### config.mk
export PLATFORM = sky130hd
export DESIGN_NAME = id_ex_issue_stage
export DESIGN_NICKNAME = d
export VERILOG_FILES = /design/src/rtl/mips_pipe_pkg.sv /design/src/rtl/operand_fwd_mux.sv /design/src/rtl/id_ex_issue_stage.sv
export SDC_FILE = /design/constraint.sdc
export NUM_CORES = 1
export LEC_CHECK = 0
export CORE_MARGIN = 8
export CORE_UTILIZATION = 41
export DETAILED_ROUTE_END_ITERATION = 10
export GPL_ROUTABILITY_DRIVEN = 0
export PLACE_DENSITY = 0.83
export SYNTH_ARGS = -nofsm -noshare
export SYNTH_HDL_FRONTEND = slang
export SYNTH_SLANG_ARGS = --single-unit
### constraint.sdc
create_clock -name clk -period 2.5 [get_ports clk]
set_clock_uncertainty 0.1 [all_clocks]
set_input_delay 0.25 -clock clk [delete_from_list [all_inputs] [get_ports clk]]
set_output_delay 0.25 -clock clk [all_outputs]
set_load 0.02 [all_outputs]
### src/rtl/mips_pipe_pkg.sv
// Shared widths, forwarding selects and control-field indices for the MIPS pipeline.
// Build option ID_EX_WB_BYPASS_EN enables the WB->ID operand bypass.
package mips_pipe_pkg;

  localparam int DATA_W = 8;
  localparam int ADDR_W = 3;
  localparam int CTRL_W = 6;

  localparam logic [ADDR_W-1:0] REG_ZERO = '0;

  typedef enum logic [1:0] {
    FWD_RF,
    FWD_MEM,
    FWD_WB,
    FWD_ZERO
  } fwd_sel_t;

  localparam int CTRL_ALU_LSB = 0;
  localparam int CTRL_ALU_MSB = 3;
  localparam int CTRL_MEM_RD  = 4;
  localparam int CTRL_MEM_WR  = 5;

endpackage

### src/rtl/operand_fwd_mux.sv
// Per-source operand resolution: r0, MEM forward, WB match or register file.
// ID_EX_WB_BYPASS_EN selects wb_data on a WB match; otherwise the match only reports FWD_WB.
module operand_fwd_mux #(
  parameter int DATA_W = mips_pipe_pkg::DATA_W,
  parameter int ADDR_W = mips_pipe_pkg::ADDR_W
) (
  input  logic [ADDR_W-1:0]      src,
  input  logic [DATA_W-1:0]      rf_data,
  input  logic                   mem_reg_write,
  input  logic [ADDR_W-1:0]      mem_rd,
  input  logic [DATA_W-1:0]      mem_result,
  input  logic                   wb_reg_write,
  input  logic [ADDR_W-1:0]      wb_rd,
  input  logic [DATA_W-1:0]      wb_data,
  output mips_pipe_pkg::fwd_sel_t sel,
  output logic [DATA_W-1:0]      value
);

  import mips_pipe_pkg::*;

  logic is_zero;
  logic mem_hit;
  logic wb_hit;

  assign is_zero = (src == REG_ZERO);
  assign mem_hit = mem_reg_write && (mem_rd == src) && !is_zero;
  assign wb_hit  = wb_reg_write && (wb_rd == src) && !is_zero && !mem_hit;

  always_comb begin
    sel = FWD_RF;
    unique case (1'b1)
      is_zero: sel = FWD_ZERO;
      mem_hit: sel = FWD_MEM;
      wb_hit:  sel = FWD_WB;
      default: sel = FWD_RF;
    endcase
  end

  always_comb begin
    value = rf_data;
    unique case (sel)
      FWD_ZERO: value = '0;
      FWD_MEM:  value = mem_result;
`ifdef ID_EX_WB_BYPASS_EN
      FWD_WB:   value = wb_data;
`else
      FWD_WB:   value = rf_data;
`endif
      default:  value = rf_data;
    endcase
  end

endmodule

### src/rtl/id_ex_issue_stage.sv
// ID/EX issue stage: operand forwarding, one-cycle RAW interlock, stall/flush, stall counter.
// Build option ID_EX_WB_BYPASS_EN removes the WB-match interlock in favour of a bypass.
module id_ex_issue_stage #(
  parameter int DATA_W = mips_pipe_pkg::DATA_W,
  parameter int ADDR_W = mips_pipe_pkg::ADDR_W,
  parameter int CTRL_W = mips_pipe_pkg::CTRL_W,
  parameter int CNT_W  = 16
) (
  input  logic              clk,
  input  logic              rst_n,
  input  logic              id_valid,
  output logic              id_ready,
  input  logic [ADDR_W-1:0] id_rs,
  input  logic [ADDR_W-1:0] id_rt,
  input  logic [ADDR_W-1:0] id_rd,
  input  logic              id_reg_write,
  input  logic [DATA_W-1:0] id_imm,
  input  logic [CTRL_W-1:0] id_ctrl,
  output logic [ADDR_W-1:0] rf_addr_A,
  output logic [ADDR_W-1:0] rf_addr_B,
  input  logic [DATA_W-1:0] rf_data_A,
  input  logic [DATA_W-1:0] rf_data_B,
  input  logic              mem_reg_write,
  input  logic [ADDR_W-1:0] mem_rd,
  input  logic [DATA_W-1:0] mem_result,
  input  logic              wb_reg_write,
  input  logic [ADDR_W-1:0] wb_rd,
  input  logic [DATA_W-1:0] wb_data,
  input  logic              ex_stall,
  input  logic              flush,
  output logic              ex_valid,
  output logic [DATA_W-1:0] ex_opA,
  output logic [DATA_W-1:0] ex_opB,
  output logic [DATA_W-1:0] ex_imm,
  output logic [ADDR_W-1:0] ex_rd,
  output logic              ex_reg_write,
  output logic [CTRL_W-1:0] ex_ctrl,
  output logic [CNT_W-1:0]  stall_count
);

  import mips_pipe_pkg::*;

  fwd_sel_t          sel_a, sel_b;
  logic [DATA_W-1:0] op_a, op_b;
  logic              hazard_ex, hazard_wb, hazard;

  logic              ex_valid_q, ex_valid_d;
  logic [DATA_W-1:0] ex_opa_q, ex_opa_d;
  logic [DATA_W-1:0] ex_opb_q, ex_opb_d;
  logic [DATA_W-1:0] ex_imm_q, ex_imm_d;
  logic [ADDR_W-1:0] ex_rd_q, ex_rd_d;
  logic              ex_rw_q, ex_rw_d;
  logic [CTRL_W-1:0] ex_ctrl_q, ex_ctrl_d;
  logic [CNT_W-1:0]  cnt_q, cnt_d;

  assign rf_addr_A = id_rs;
  assign rf_addr_B = id_rt;

  operand_fwd_mux #(.DATA_W(DATA_W), .ADDR_W(ADDR_W)) u_fwd_a (
    .src          (id_rs),
    .rf_data      (rf_data_A),
    .mem_reg_write(mem_reg_write),
    .mem_rd       (mem_rd),
    .mem_result   (mem_result),
    .wb_reg_write (wb_reg_write),
    .wb_rd        (wb_rd),
    .wb_data      (wb_data),
    .sel          (sel_a),
    .value        (op_a)
  );

  operand_fwd_mux #(.DATA_W(DATA_W), .ADDR_W(ADDR_W)) u_fwd_b (
    .src          (id_rt),
    .rf_data      (rf_data_B),
    .mem_reg_write(mem_reg_write),
    .mem_rd       (mem_rd),
    .mem_result   (mem_result),
    .wb_reg_write (wb_reg_write),
    .wb_rd        (wb_rd),
    .wb_data      (wb_data),
    .sel          (sel_b),
    .value        (op_b)
  );

  assign hazard_ex = ex_valid_q && ex_rw_q
                  && (ex_rd_q != REG_ZERO)
                  && ((ex_rd_q == id_rs) || (ex_rd_q == id_rt));

`ifdef ID_EX_WB_BYPASS_EN
  assign hazard_wb = 1'b0;
`else
  // RF writes at the same edge, so a WB match would read stale data
  assign hazard_wb = (sel_a == FWD_WB) || (sel_b == FWD_WB);
`endif

  assign hazard   = hazard_ex || hazard_wb;
  assign id_ready = !ex_stall && !hazard;

  always_comb begin
    ex_valid_d = ex_valid_q;
    ex_opa_d   = ex_opa_q;
    ex_opb_d   = ex_opb_q;
    ex_imm_d   = ex_imm_q;
    ex_rd_d    = ex_rd_q;
    ex_rw_d    = ex_rw_q;
    ex_ctrl_d  = ex_ctrl_q;
    cnt_d      = cnt_q;
    if (flush) begin
      ex_valid_d = 1'b0;
    end else if (ex_stall) begin
      ex_valid_d = ex_valid_q;
    end else if (hazard && id_valid) begin
      ex_valid_d = 1'b0;
      cnt_d      = (&cnt_q) ? cnt_q : cnt_q + 1'b1;
    end else begin
      ex_valid_d = id_valid;
      ex_opa_d   = op_a;
      ex_opb_d   = op_b;
      ex_imm_d   = id_imm;
      ex_rd_d    = id_rd;
      ex_rw_d    = id_reg_write;
      ex_ctrl_d  = id_ctrl;
    end
  end

  always_ff @(posedge clk or negedge rst_n) begin
    if (!rst_n) begin
      ex_valid_q <= 1'b0;
      ex_opa_q   <= '0;
      ex_opb_q   <= '0;
      ex_imm_q   <= '0;
      ex_rd_q    <= '0;
      ex_rw_q    <= 1'b0;
      ex_ctrl_q  <= '0;
      cnt_q      <= '0;
    end else begin
      ex_valid_q <= ex_valid_d;
      ex_opa_q   <= ex_opa_d;
      ex_opb_q   <= ex_opb_d;
      ex_imm_q   <= ex_imm_d;
      ex_rd_q    <= ex_rd_d;
      ex_rw_q    <= ex_rw_d;
      ex_ctrl_q  <= ex_ctrl_d;
      cnt_q      <= cnt_d;
    end
  end

  assign ex_valid     = ex_valid_q;
  assign ex_opA       = ex_opa_q;
  assign ex_opB       = ex_opb_q;
  assign ex_imm       = ex_imm_q;
  assign ex_rd        = ex_rd_q;
  assign ex_reg_write = ex_rw_q;
  assign ex_ctrl      = ex_ctrl_q;
  assign stall_count  = cnt_q;

endmodule

; Word-level counts from Yosys, hierarchy flattened
; Cells that the tools add are included.
[word_totals]
ff_bits = 51
[op_classes]
n_addsub = 1
mux = 7
n_reduce_logical = 30
n_bitwise = 4
n_eq_ne = 13
[op_table]
columns = operator, n
row1 = one-hot mux 8 bit (2 select lines), 2
row2 = equality test 3 bit, 6
row3 = adder 16 x 1 -> 16 bit (second input constant), 1
row4 = AND reduction 16 bit, 1
row5 = logical AND 1 bit, 15
row6 = one-hot mux 2 bit (3 select lines), 2
row7 = equality test 2 bit (second input constant), 4
row8 = zero test 1 bit, 6
row9 = zero test 3 bit, 2
row10 = equality test 2 x 1 -> 1 bit (second input constant), 2
row11 = inverter 1 bit, 4
row12 = AND reduction 4 bit, 1
row13 = logical OR 1 bit, 3
row14 = two-way mux 1 bit, 3
row15 = AND reduction 3 bit, 1
row16 = nonzero test 3 bit, 1
row17 = != test 2 x 1 -> 1 bit (second input constant), 1

; Depth between registers and ports, before layout
; Gate-level depths: netlist (run 1).
[depth]
depth_word = 13
mapped_depth = 9
ltp_nobuf = 7

; Hierarchy
; From an unflattened synthesis (run 1), not the netlist that was laid out.
[hier_totals]
hier_cells = 250
hier_area_um2 = 2967.8
[modules_own_cells]
columns = mod, instances, area_each_um2, cells_per_inst
row1 = id_ex_issue_stage, 1, 2429.8, 172
row2 = operand_fwd_mux, 2, 269.0, 39

; Least setup slack after synthesis (run 1)
; OpenSTA, ideal clock, no wires.
[synth_path]
path_type = input -> register
startpoint = input id_rs[2]
endpoint = register ex_ctrl_q[4] (netlist: ex_ctrl[4])
path_buffers = 2
arrival_ns = 1.991
stages = 8
required_time_ns = 2.275
setup_time_ns = 0.125
setup_slack_ns = 0.285
cell_sequence = buf_2 or3b_1 a211oi_1 o2111a_1 nor3_4 o21ai_4 buf_6 mux2_2
[synth_between]
elab_chain_len = 12
[synth_lines]
columns = element, line
row1 = from (decl), id_ex_issue_stage.sv:13  ; input logic [ADDR_W-1:0] id_rs,
row2 = equality test 3 bit or zero test 3 bit (tied branches), "operand_fwd_mux.sv:26, operand_fwd_mux.sv:25"
row3 = logical AND 1 bit or zero test 1 bit (tied branches), "operand_fwd_mux.sv:26, operand_fwd_mux.sv:27"
row4 = logical AND 1 bit, operand_fwd_mux.sv:26  ; assign mem_hit = mem_reg_write && (mem_rd == src) && !is_zero;
row5 = zero test 1 bit, operand_fwd_mux.sv:27  ; assign wb_hit = wb_reg_write && (wb_rd == src) && !is_zero && !mem_hit;
row6 = logical AND 1 bit, operand_fwd_mux.sv:27
row7 = one-hot mux 2 bit (3 select lines), operand_fwd_mux.sv:31  ; unique case (1'b1)
row8 = equality test 2 bit, id_ex_issue_stage.sv:93  ; assign hazard_wb = (sel_a == FWD_WB) || (sel_b == FWD_WB);
row9 = logical OR 1 bit, id_ex_issue_stage.sv:93
row10 = logical OR 1 bit (*), id_ex_issue_stage.sv:96  ; assign hazard = hazard_ex || hazard_wb;
row11 = logical AND 1 bit (*), id_ex_issue_stage.sv:112  ; end else if (hazard && id_valid) begin
row12 = inverter 1 bit (no source line) (*), --
row13 = AND reduction 3 bit (no source line) (*), --
row14 = to (signal assigned), id_ex_issue_stage.sv:143  ; ex_ctrl_q <= ex_ctrl_d;
row15 = to (decl), id_ex_issue_stage.sv:53  ; logic [CTRL_W-1:0] ex_ctrl_q, ex_ctrl_d;
; Mark *: on every way between the ends. The rest lies on a longest branch, timed or not.
; A chain may end at the register's enable or synchronous reset.

; Worst setup path after layout (run 1)
[layout_path]
startpoint = input id_rs[1]
endpoint = register ex_opb_q[7] (netlist: ex_opB[7])
[layout_between]
elab_chain_len = 12
[layout_lines]
columns = element, line
row1 = equality test 3 bit or zero test 3 bit (tied branches), "operand_fwd_mux.sv:26, operand_fwd_mux.sv:25"
row2 = logical AND 1 bit or zero test 1 bit (tied branches), "operand_fwd_mux.sv:26, operand_fwd_mux.sv:27"
row3 = logical AND 1 bit, operand_fwd_mux.sv:26
row4 = zero test 1 bit, operand_fwd_mux.sv:27
row5 = logical AND 1 bit, operand_fwd_mux.sv:27
row6 = one-hot mux 2 bit (3 select lines), operand_fwd_mux.sv:31
row7 = equality test 2 bit, id_ex_issue_stage.sv:93
row8 = logical OR 1 bit, id_ex_issue_stage.sv:93
row9 = logical OR 1 bit (*), id_ex_issue_stage.sv:96
row10 = logical AND 1 bit (*), id_ex_issue_stage.sv:112
row11 = inverter 1 bit (no source line) (*), --
row12 = AND reduction 3 bit (no source line) (*), --
row13 = to (signal assigned), id_ex_issue_stage.sv:139  ; ex_opb_q <= ex_opb_d;
row14 = to (decl), id_ex_issue_stage.sv:49  ; logic [DATA_W-1:0] ex_opb_q, ex_opb_d;
; Marks and branches as above.

==> impl_metrics.toml, run 1 <==
[outcome]
status = "finished clean"

[logic_synthesis]
ys_ff_latch = 51
netlist_instances = 234
synth_cell_type_count = 32
synth-seq-area-share = 0.478
yosysWarnings = 0
syn_nets = 304
syn_area_per_cell_um2 = 11.4
syn_area_mm2 = 0.00267

[global_routing]
grt_pass1_vias = 2447
antenna_found_initial = 1
grt_first_pass_wirelength_um = 12300
grt-ovfl-total = 0
track_usage = 0.159
grt_max_degree = 31

[worst_setup_path]
regToRegStartpoint = "ex_rd[0]"
slowest_delay_ns = 0.53
crit_chain = "clkdlybuf4s50_1, or3b_1, a211oi_2, o2111a_2, nor3_4, o21ai_4, clkbuf_16, mux2_2"
crit_type = "input port to register"
worstPathRequired_ns = 2.59
cp_max_fo = 8
r2r_end = "ex_opB[7]"
crit_slowest_cell = "clkdlybuf4s50_1"
ff2ff_setup_slack_ns = 0.31
r2r_cells = 7
startpoint_type = "input port"
cp.arrival_ns = 2.51
end_kind = "register"

[final_layout]
final_util = 0.667
fin_area_mm2 = 0.00421
nets = 439
syn_to_final_growth_pct = 57.5
drive_gt1_frac = 0.197
n_antenna_cell = 0

[timing]
setup_viol = 0
slew_viol_final = 0
period_needed_ns = 2.41
relSlewSlack = 0.730
tns_ns = 0
rsz0062_at_grt = "false"
hold_viol = 0
fin_hold_ws_ns = 0.303
fmax_mhz = 414
tightest_slew_ns = 0.402
finalCritPeriodShare = 0.965

[power]
power.leakage_nw = 1.91
total_power_mw = 2.52
power_density_mw_per_mm2 = 598
vdd_drop_max_mv = 0.505

[floorplan]
initial_core_util = 0.423
die_area_mm2 = 0.00936
core_area_mm2 = 0.00631
die_width_um = 96.7
fp.dieH_um = 96.7
ioPinCount = 127
rows = 29

[detailed_routing]
antenna_left = 0
wl_per_cell_um = 17.6
vias = 2280
wl_um = 7860
drt_iter0_markers = 87
drc = 0
firstDrtPassIters = 4
post_drt_via_cell_ratio = 5.10

[clocking]
worstSkewPairLatency_ns = 0.30
tritoncts = "done"
clk_path_buf_depth = 2
clk_pin_slew_ns = 0.09
h-tree-depth = 2
cts-root-buf = "clkbuf_8"
cts_buffers = 5
cts_sinks = 51

[placement]
portBuffers = 118
detailed_place.area_mm2 = 0.00400
dp_hpwl_um = 6020

[job]
drv_cap = 0

[worst_hold_path]
holdCritPathClass = "input port to async pin"
==> synthesized netlist by cell type <==
| library cell | number | area, µm² |
|---|---|---|
| nor2_1 | 31 | 116 |
| xnor2_1 | 16 | 140 |
| nand3_1 | 7 | 35.0 |
| nand2b_1 | 2 | 12.5 |
| clkbuf_1 | 1 | 3.75 |
| a21oi_1 | 2 | 10.0 |
| o2111a_1 | 2 | 22.5 |
| nor3b_1 | 1 | 7.51 |
| and3_1 | 2 | 12.5 |
| mux2_1 | 2 | 22.5 |
| and2_1 | 2 | 12.5 |
| nand4_1 | 7 | 43.8 |
| o311ai_0 | 1 | 8.76 |
| inv_1 | 1 | 3.75 |
| nand2_1 | 10 | 37.5 |
| a211oi_1 | 2 | 15.0 |
| nor3_1 | 7 | 35.0 |
| o21ai_4 | 1 | 16.3 |
| o211ai_1 | 2 | 15.0 |
| nor4_1 | 2 | 12.5 |
| nor3_4 | 1 | 16.3 |
| buf_2 | 3 | 15.0 |
| xor2_1 | 13 | 114 |
| buf_6 | 3 | 33.8 |
| buf_4 | 8 | 60.1 |
| mux2_2 | 33 | 372 |
| or3b_1 | 2 | 17.5 |
| o21ai_0 | 1 | 5.00 |
| ha_1 | 1 | 12.5 |
| nand3b_1 | 1 | 7.51 |
| dfrtp_1 | 51 | 1280 |
| mux2i_1 | 16 | 160 |
==> through the flow <==
stage                     setup slack (ns)  std cells
final                               0.0865        447
after global routing                0.0224        447
after CTS                           0.0388        444
after detailed placement            -0.341        435
after global placement              -0.242        435
after floorplan                      0.285        234
==> area by class of cell <==
type,instances,area [µm²]
Fill cell,519,2100
Inverter,1,3.75
Multi-Input combinational cell,167,1300
Clock inverter,2,60.1
Timing Repair Buffer,143,1400
Tap cell,77,96.3
Clock buffer,6,72.6
Sequential cell,51,1280
==> registers in the layout (all words and copies together), names as in the netlist <==
signal,count
stall_count,16
ex_imm,8
ex_opA,8
ex_opB,8
ex_ctrl,6
ex_rd,3
ex_reg_write,1
ex_valid,1
==> cells in the final DEF (no fill, tap or decap), types with 2 or more instances in the layout <==
cell / count
bufinv_16: 2
nand2_1: 10
nand3_1: 7
o211ai_1: 2
nand4_1: 7
and2_1: 2
a21oi_1: 2
mux2_2: 33
and3_1: 2
xor2_1: 13
mux2_1: 2
buf_4: 21
nor2_1: 31
mux2i_1: 16
dfrtp_1: 51
xnor2_1: 16
clkdlybuf4s50_1: 112
nor3_1: 7
clkbuf_8: 5
nand2b_1: 2
dlymetal6s2s_1: 3
a211oi_2: 2
==> worst max-delay path by stage <==
| stage | from | endpoint | slack, ns |
|---|---|---|---|
| after floorplan | id_rs[2] | ex_ctrl[4] | 0.28 |
| after global placement | id_rt[0] | ex_opA[5] | -0.24 |
| after detailed placement | id_rt[0] | id_ready | -0.34 |
| after CTS | id_rs[2] | ex_imm[3] | 0.04 |
| after global routing | id_rs[1] | ex_opB[7] | 0.02 |
| final | id_rs[1] | ex_opB[7] | 0.09 |
==> power breakdown <==
part,internal [mW],leakage (nW),total [mW],switching (mW)
Combinational,0.456,1.21,0.826,0.369
Clock,0.400,0.0654,0.671,0.271
Sequential,0.940,0.639,1.02,0.0824
==> cell families (layout without fill, tap and decap cells) <==
| group | after synthesis | in the layout | synth area share |
|---|---|---|---|
| flops | 51 | 51 | 0.478 |
| xor+xnor | 29 | 29 | 0.0950 |
| mux | 51 | 51 | 0.207 |
| simple gates | 75 | 75 | 0.137 |
| compound gates | 11 | 11 | 0.0346 |
| fa+ha+maj | 1 | 1 | 0.00468 |
| buf+inv | 16 | 152 | 0.0435 |
==> critical path: cells and delay by family <==
family,cells,cell delay (ns)
AO/OA/AOI/OAI,3,0.73
AND/OR/NAND/NOR,2,0.43
buffers and inverters,2,0.75
multiplexers,1,0.33
==> metal layers <==
| layer | GRT usage | vias up | share of wire |
|---|---|---|---|
| li1 | - | 1077 | - |
| met1 | 0.170 | 1110 | 0.39 |
| met2 | 0.280 | 79 | 0.52 |
| met3 | 0.0605 | 12 | 0.077 |
| met4 | 0.0521 | 2 | 0.017 |
| met5 | 0 | - | 0.0015 |
==> what timing repair did <==
item | CTS | global route
cloned | 0 | 2
hold endpoints to repair | 16 | 0
pin swaps | 0 | 2
hold buffers | 1 | 0
endpoints found under the setup margin | 3 | 33
buffers inserted | 0 | 1
resized for setup | 4 | 9
(Power assumes the default switching activity.)
==> run 2: changes to the inputs <==
- CTS_CLUSTER_DIAMETER: default -> 120
- REMOVE_ABC_BUFFERS: default -> 1
==> impl_metrics.toml, run 2 (same netlist as run 1, synthesis figures left out) <==
[clocking]
clk_path_buf_depth = 2
clk_pin_slew_ns = 0.09
tritoncts = "done"
cts-root-buf = "clkbuf_8"
cts_buffers = 5
cts_sinks = 51
h-tree-depth = 2
worstSkewPairLatency_ns = 0.30
post_cts_buffers = 0

[final_layout]
largest_reg_flops = 16
n_antenna_cell = 0
nets = 439
syn_to_final_growth_pct = 55.7
final_common_cell = "clkdlybuf4s50_1"
final_cell_mix = "clkdlybuf4s50_1, dfrtp_1, mux2_2, nor2_1, buf_4"
drive_gt1_frac = 0.192
fin_area_mm2 = 0.00416

[detailed_routing]
post_drt_via_cell_ratio = 5.13
drt_iter0_markers = 54
wl_per_cell_um = 17.0
firstDrtPassIters = 4
drc = 0
vias = 2295
wl_um = 7600
antenna_left = 0

[power]
netSwitchingPower_mw = 0.717
internal_power_mw = 1.62
combPwrFrac = 0.352
netSwitchingFraction = 0.307
power_density_mw_per_mm2 = 562
vdd_drop_max_mv = 0.523
power.leakage_nw = 1.88
seqPwrFrac = 0.437
clockPowerShare = 0.211

[worst_setup_path]
cp_max_fo = 5
worstPathRequired_ns = 2.15
crit_type = "input port to primary output"
startpoint_type = "input port"
end_kind = "primary output"
cp.arrival_ns = 2.06

[timing]
rsz0062_at_grt = "false"
fmax_mhz = 415
hold_viol = 0
finalCritPeriodShare = 0.965
setup_viol = 0
slew_viol_final = 0
relSlewSlack = 0.751
period_needed_ns = 2.41
tightest_slew_ns = 0.371
layout_setup_ws_ns = 0.0883

[job]
drv_cap = 0

[outcome]
status = "finished clean"

[global_routing]
grt-ovfl-total = 0
track_usage = 0.158
grt_max_degree = 25
grt_pass1_vias = 2493
antenna_found_initial = 0
grt_first_pass_wirelength_um = 12400

[floorplan]
die_area_mm2 = 0.00936
fp.dieH_um = 96.7
initial_core_util = 0.423
ioPinCount = 127
core_area_mm2 = 0.00631
die_width_um = 96.7
rows = 29

[placement]
portBuffers = 118
pre_cts_ws_ns = -0.281
dp_hpwl_um = 6180
detailed_place.area_mm2 = 0.00404

[worst_hold_path]
holdCritPathClass = "input port to async pin"
==> run 2: cell types whose count changed in the layout (fill, tap and decap cells not counted), sizes merged <==
cell and change:
buf +1, bufinv -2, clkbuf -2, clkdlybuf4s50 +2, clkinv +1, clkinvlp +1
dlymetal6s2s -1
==> run 2: power groups by stage <==
stage / clock network (mW) / registers [mW] / logic [mW]
4_1_cts: 0.520 / 1.02 / 0.835
3_5_place_dp: 0 / 1.04 / 0.831
3_3_place_gp: 0 / 1.03 / 0.819
5_1_grt: 0.547 / 1.04 / 0.880
6_report: 0.495 / 1.02 / 0.823
2_1_floorplan: 0 / 1.17 / 0.209
==> run 2: layer usage <==
metal,GRT usage,wire (µm)
met1,0.164,2850
met2,0.282,4010
met3,0.0576,574
met4,0.0568,155
met5,0,0
==> run 2: per-stage QoR <==
step,util,cells,total power [mW],hold WS [ns],TNS (ns)
global placement,0.640,438,1.85,0.0434,-7.57
detailed placement,0.640,438,1.87,0.0421,-8.96
global route,0.659,447,2.47,0.282,0
floorplan,-,219,1.38,-0.146,-0.0226
CTS,0.657,447,2.38,0.255,0
finish,0.659,447,2.34,0.265,0
==> run 2: worst paths after layout <==
| check | slack (ns) | cells after the start | from | to |
|---|---|---|---|---|
| min in group clk | 0.40 | 1 | stall_count[9] | stall_count[9] |
| max | 0.09 | 6 | wb_rd[2] | id_ready |
| max in group asynchronous | 1.43 | 3 | rst_n | ex_opA[1] |
| max reg2reg | 0.29 | 8 | ex_rd[0] | ex_ctrl[1] |
| min | 0.27 | 2 | rst_n | ex_ctrl[5] |
| min reg2reg | 0.40 | 1 | stall_count[9] | stall_count[9] |
==> run 2: area by class of cell <==
cell class / count / area, µm²
tap: 77 / 96.3
sequential: 51 / 1280
clock buffer: 6 / 82.6
multi-input combinational: 167 / 1290
timing repair buffer: 143 / 1400
inverter: 1 / 3.75
fill: 511 / 2150
clock inverter: 2 / 16.3
==> run 2: worst max-delay path: stages <==
cell             delay, ns
clkdlybuf4s50_1       0.51
xnor2_1               0.17
and3_1                0.18
o2111a_2              0.29
nor4_1                0.26
dlygate4sd2_1         0.39
==> run 2: what timing repair did <==
item	CTS	global route
endpoints found under the hold margin	11	0
gates resized for setup	1	5
gates cloned	0	0
pin swaps	0	0
setup endpoints to repair	1	24
hold buffers	1	0
==> run 3: changes to the inputs <==
- clock period: 2.5 -> 2.4 ns (I/O delays scaled with it)
==> impl_metrics.toml, run 3 (same netlist as run 1, synthesis figures left out) <==
[power]
seqPwrFrac = 0.436
internal_power_mw = 1.67
netSwitchingPower_mw = 0.757
netSwitchingFraction = 0.312
vdd_drop_max_mv = 0.389
power.leakage_nw = 1.92
combPwrFrac = 0.362
clockPowerShare = 0.202
power_density_mw_per_mm2 = 574

[global_routing]
grtUsageMet1 = 0.183
grt_first_pass_wirelength_um = 12800
grt-ovfl-total = 0
grt_most_used_layer = "met2"
grtUsageMet2 = 0.283
track_usage = 0.162
grt_max_degree = 31
grt_pass1_vias = 2524
grtUsageMet3 = 0.0633
antenna_found_initial = 0

[worst_setup_path]
crit_slowest_cell = "clkdlybuf4s50_1"
startpoint_type = "input port"
slowest_delay_ns = 0.52
crit_type = "input port to primary output"
critPathTopFamily = "buffers and inverters"
worstPathRequired_ns = 2.06
end_kind = "primary output"
crit_buf_inv = 3
crit_chain = "clkdlybuf4s50_1, xnor2_1, nand4_1, o2111a_1, buf_4, nor4_2, clkdlybuf4s15_2"
cp.arrival_ns = 1.96
cp_max_fo = 2

[final_layout]
syn_to_final_growth_pct = 58.1
largest_reg_flops = 16
final_cell_mix = "clkdlybuf4s50_1, dfrtp_1, mux2_2, nor2_1, buf_4"
nets = 445
fin_area_mm2 = 0.00423
n_fill_cell = 507
drive_gt1_frac = 0.213
n_antenna_cell = 0
fin_cells = 453
multi_input_area_mm2 = 0.00130
seq_area_mm2 = 0.00128
final_common_cell = "clkdlybuf4s50_1"

[timing]
setup_viol = 0
relSlewSlack = 0.536
slew_viol_final = 0
fmax_mhz = 435
fin_hold_ws_ns = 0.402
period_needed_ns = 2.30
tns_ns = 0
finalCritPeriodShare = 0.958
tightest_slew_ns = 0.697
hold_viol = 0
layout_setup_ws_ns = 0.0998

[clocking]
h-tree-depth = 2
clk_pin_slew_ns = 0.09
cts-root-buf = "clkbuf_8"
worstSkewPairLatency_ns = 0.30
cts_sinks = 51
cts_buffers = 5
clk_path_buf_depth = 2
tritoncts = "done"

[detailed_routing]
antenna_left = 0
drt_iter0_markers = 45
post_drt_via_cell_ratio = 5.03
drc = 0
wl_per_cell_um = 17.0
wl_um = 7720
firstDrtPassIters = 4
vias = 2280

[floorplan]
fp.dieH_um = 96.7
die_area_mm2 = 0.00936
ioPinCount = 127
die_width_um = 96.7
core_area_mm2 = 0.00631
rows = 29
initial_core_util = 0.423

[outcome]
status = "finished clean"

[worst_hold_path]
holdCritPathClass = "register to register"

[placement]
dp_hpwl_um = 6090
portBuffers = 118
place_inst = 439
detailed_place.area_mm2 = 0.00405
pre_cts_ws_ns = -0.426

[job]
drv_cap = 0
==> run 3: cell count changes in the layout (fill, tap and decap cells not counted), sizes merged <==
cell / change
clkdlybuf4s15: +1
clkinvlp: +1
buf: +6
clkbuf: -1
clkdlybuf4s50: -5
dlygate4sd2: +3
dlymetal6s2s: +1
==> run 3: worst reg2reg max path: stages, from the launching register on <==
cell	delay [ns]
dfrtp_1	0.45
o311ai_0	0.44
a21oi_2	0.09
buf_4	0.16
nor3_4	0.17
o21ai_4	0.09
buf_4	0.14
buf_12	0.14
mux2_1	0.31
==> run 3: power groups by stage <==
| stage | Sequential (mW) | Combinational (mW) | Clock (mW) |
|---|---|---|---|
| floorplan | 1.22 | 0.218 | 0 |
| global placement | 1.07 | 0.859 | 0 |
| detailed placement | 1.08 | 0.871 | 0 |
| CTS | 1.06 | 0.888 | 0.509 |
| global route | 1.08 | 0.935 | 0.540 |
| finish | 1.06 | 0.879 | 0.489 |
==> run 3: stage by stage <==
stage	power [mW]	util
after floorplan	1.44	-
after global placement	1.93	0.641
after detailed placement	1.95	0.641
after CTS	2.46	0.666
after global routing	2.55	0.669
final	2.43	0.669
==> run 3: cell type report <==
class / instances / share of cell area
well taps: 77 / 0.0228
inverters: 1 / 0.000888
flip-flops and latches: 51 / 0.302
clock buffers: 5 / 0.0163
repair buffers: 149 / 0.345
clock inverters: 3 / 0.00474
multi-input cells: 167 / 0.308
==> run 3: timing repair <==
action,in CTS,in global routing
hold endpoints to repair,28,0
cloned,1,0
gates resized for setup,11,6
setup buffers,4,0
hold buffers,1,0
endpoints found under the setup margin,38,36
pin swaps,3,2
==> run 3: layer usage <==
layer,part of all wire,up-vias,routed length (µm)
li1,-,1095,-
met1,0.39,1114,3000
met2,0.53,69,4060
met3,0.079,2,609
met4,0.0052,0,40
met5,0,-,0
==> run 3: worst paths after layout <==
path                                 from             end  slack [ns]  depth (start not counted)
setup / recovery                mem_rd[2]        id_ready         0.1                          7
hold / removal             stall_count[5]  stall_count[5]        0.40                          1
setup reg to reg                 ex_rd[1]       ex_opB[4]        0.19                          8
hold reg to reg            stall_count[5]  stall_count[5]        0.40                          1
max in group asynchronous           rst_n  stall_count[5]        1.14                          3
min in group asynchronous           rst_n  stall_count[0]        0.41                          2
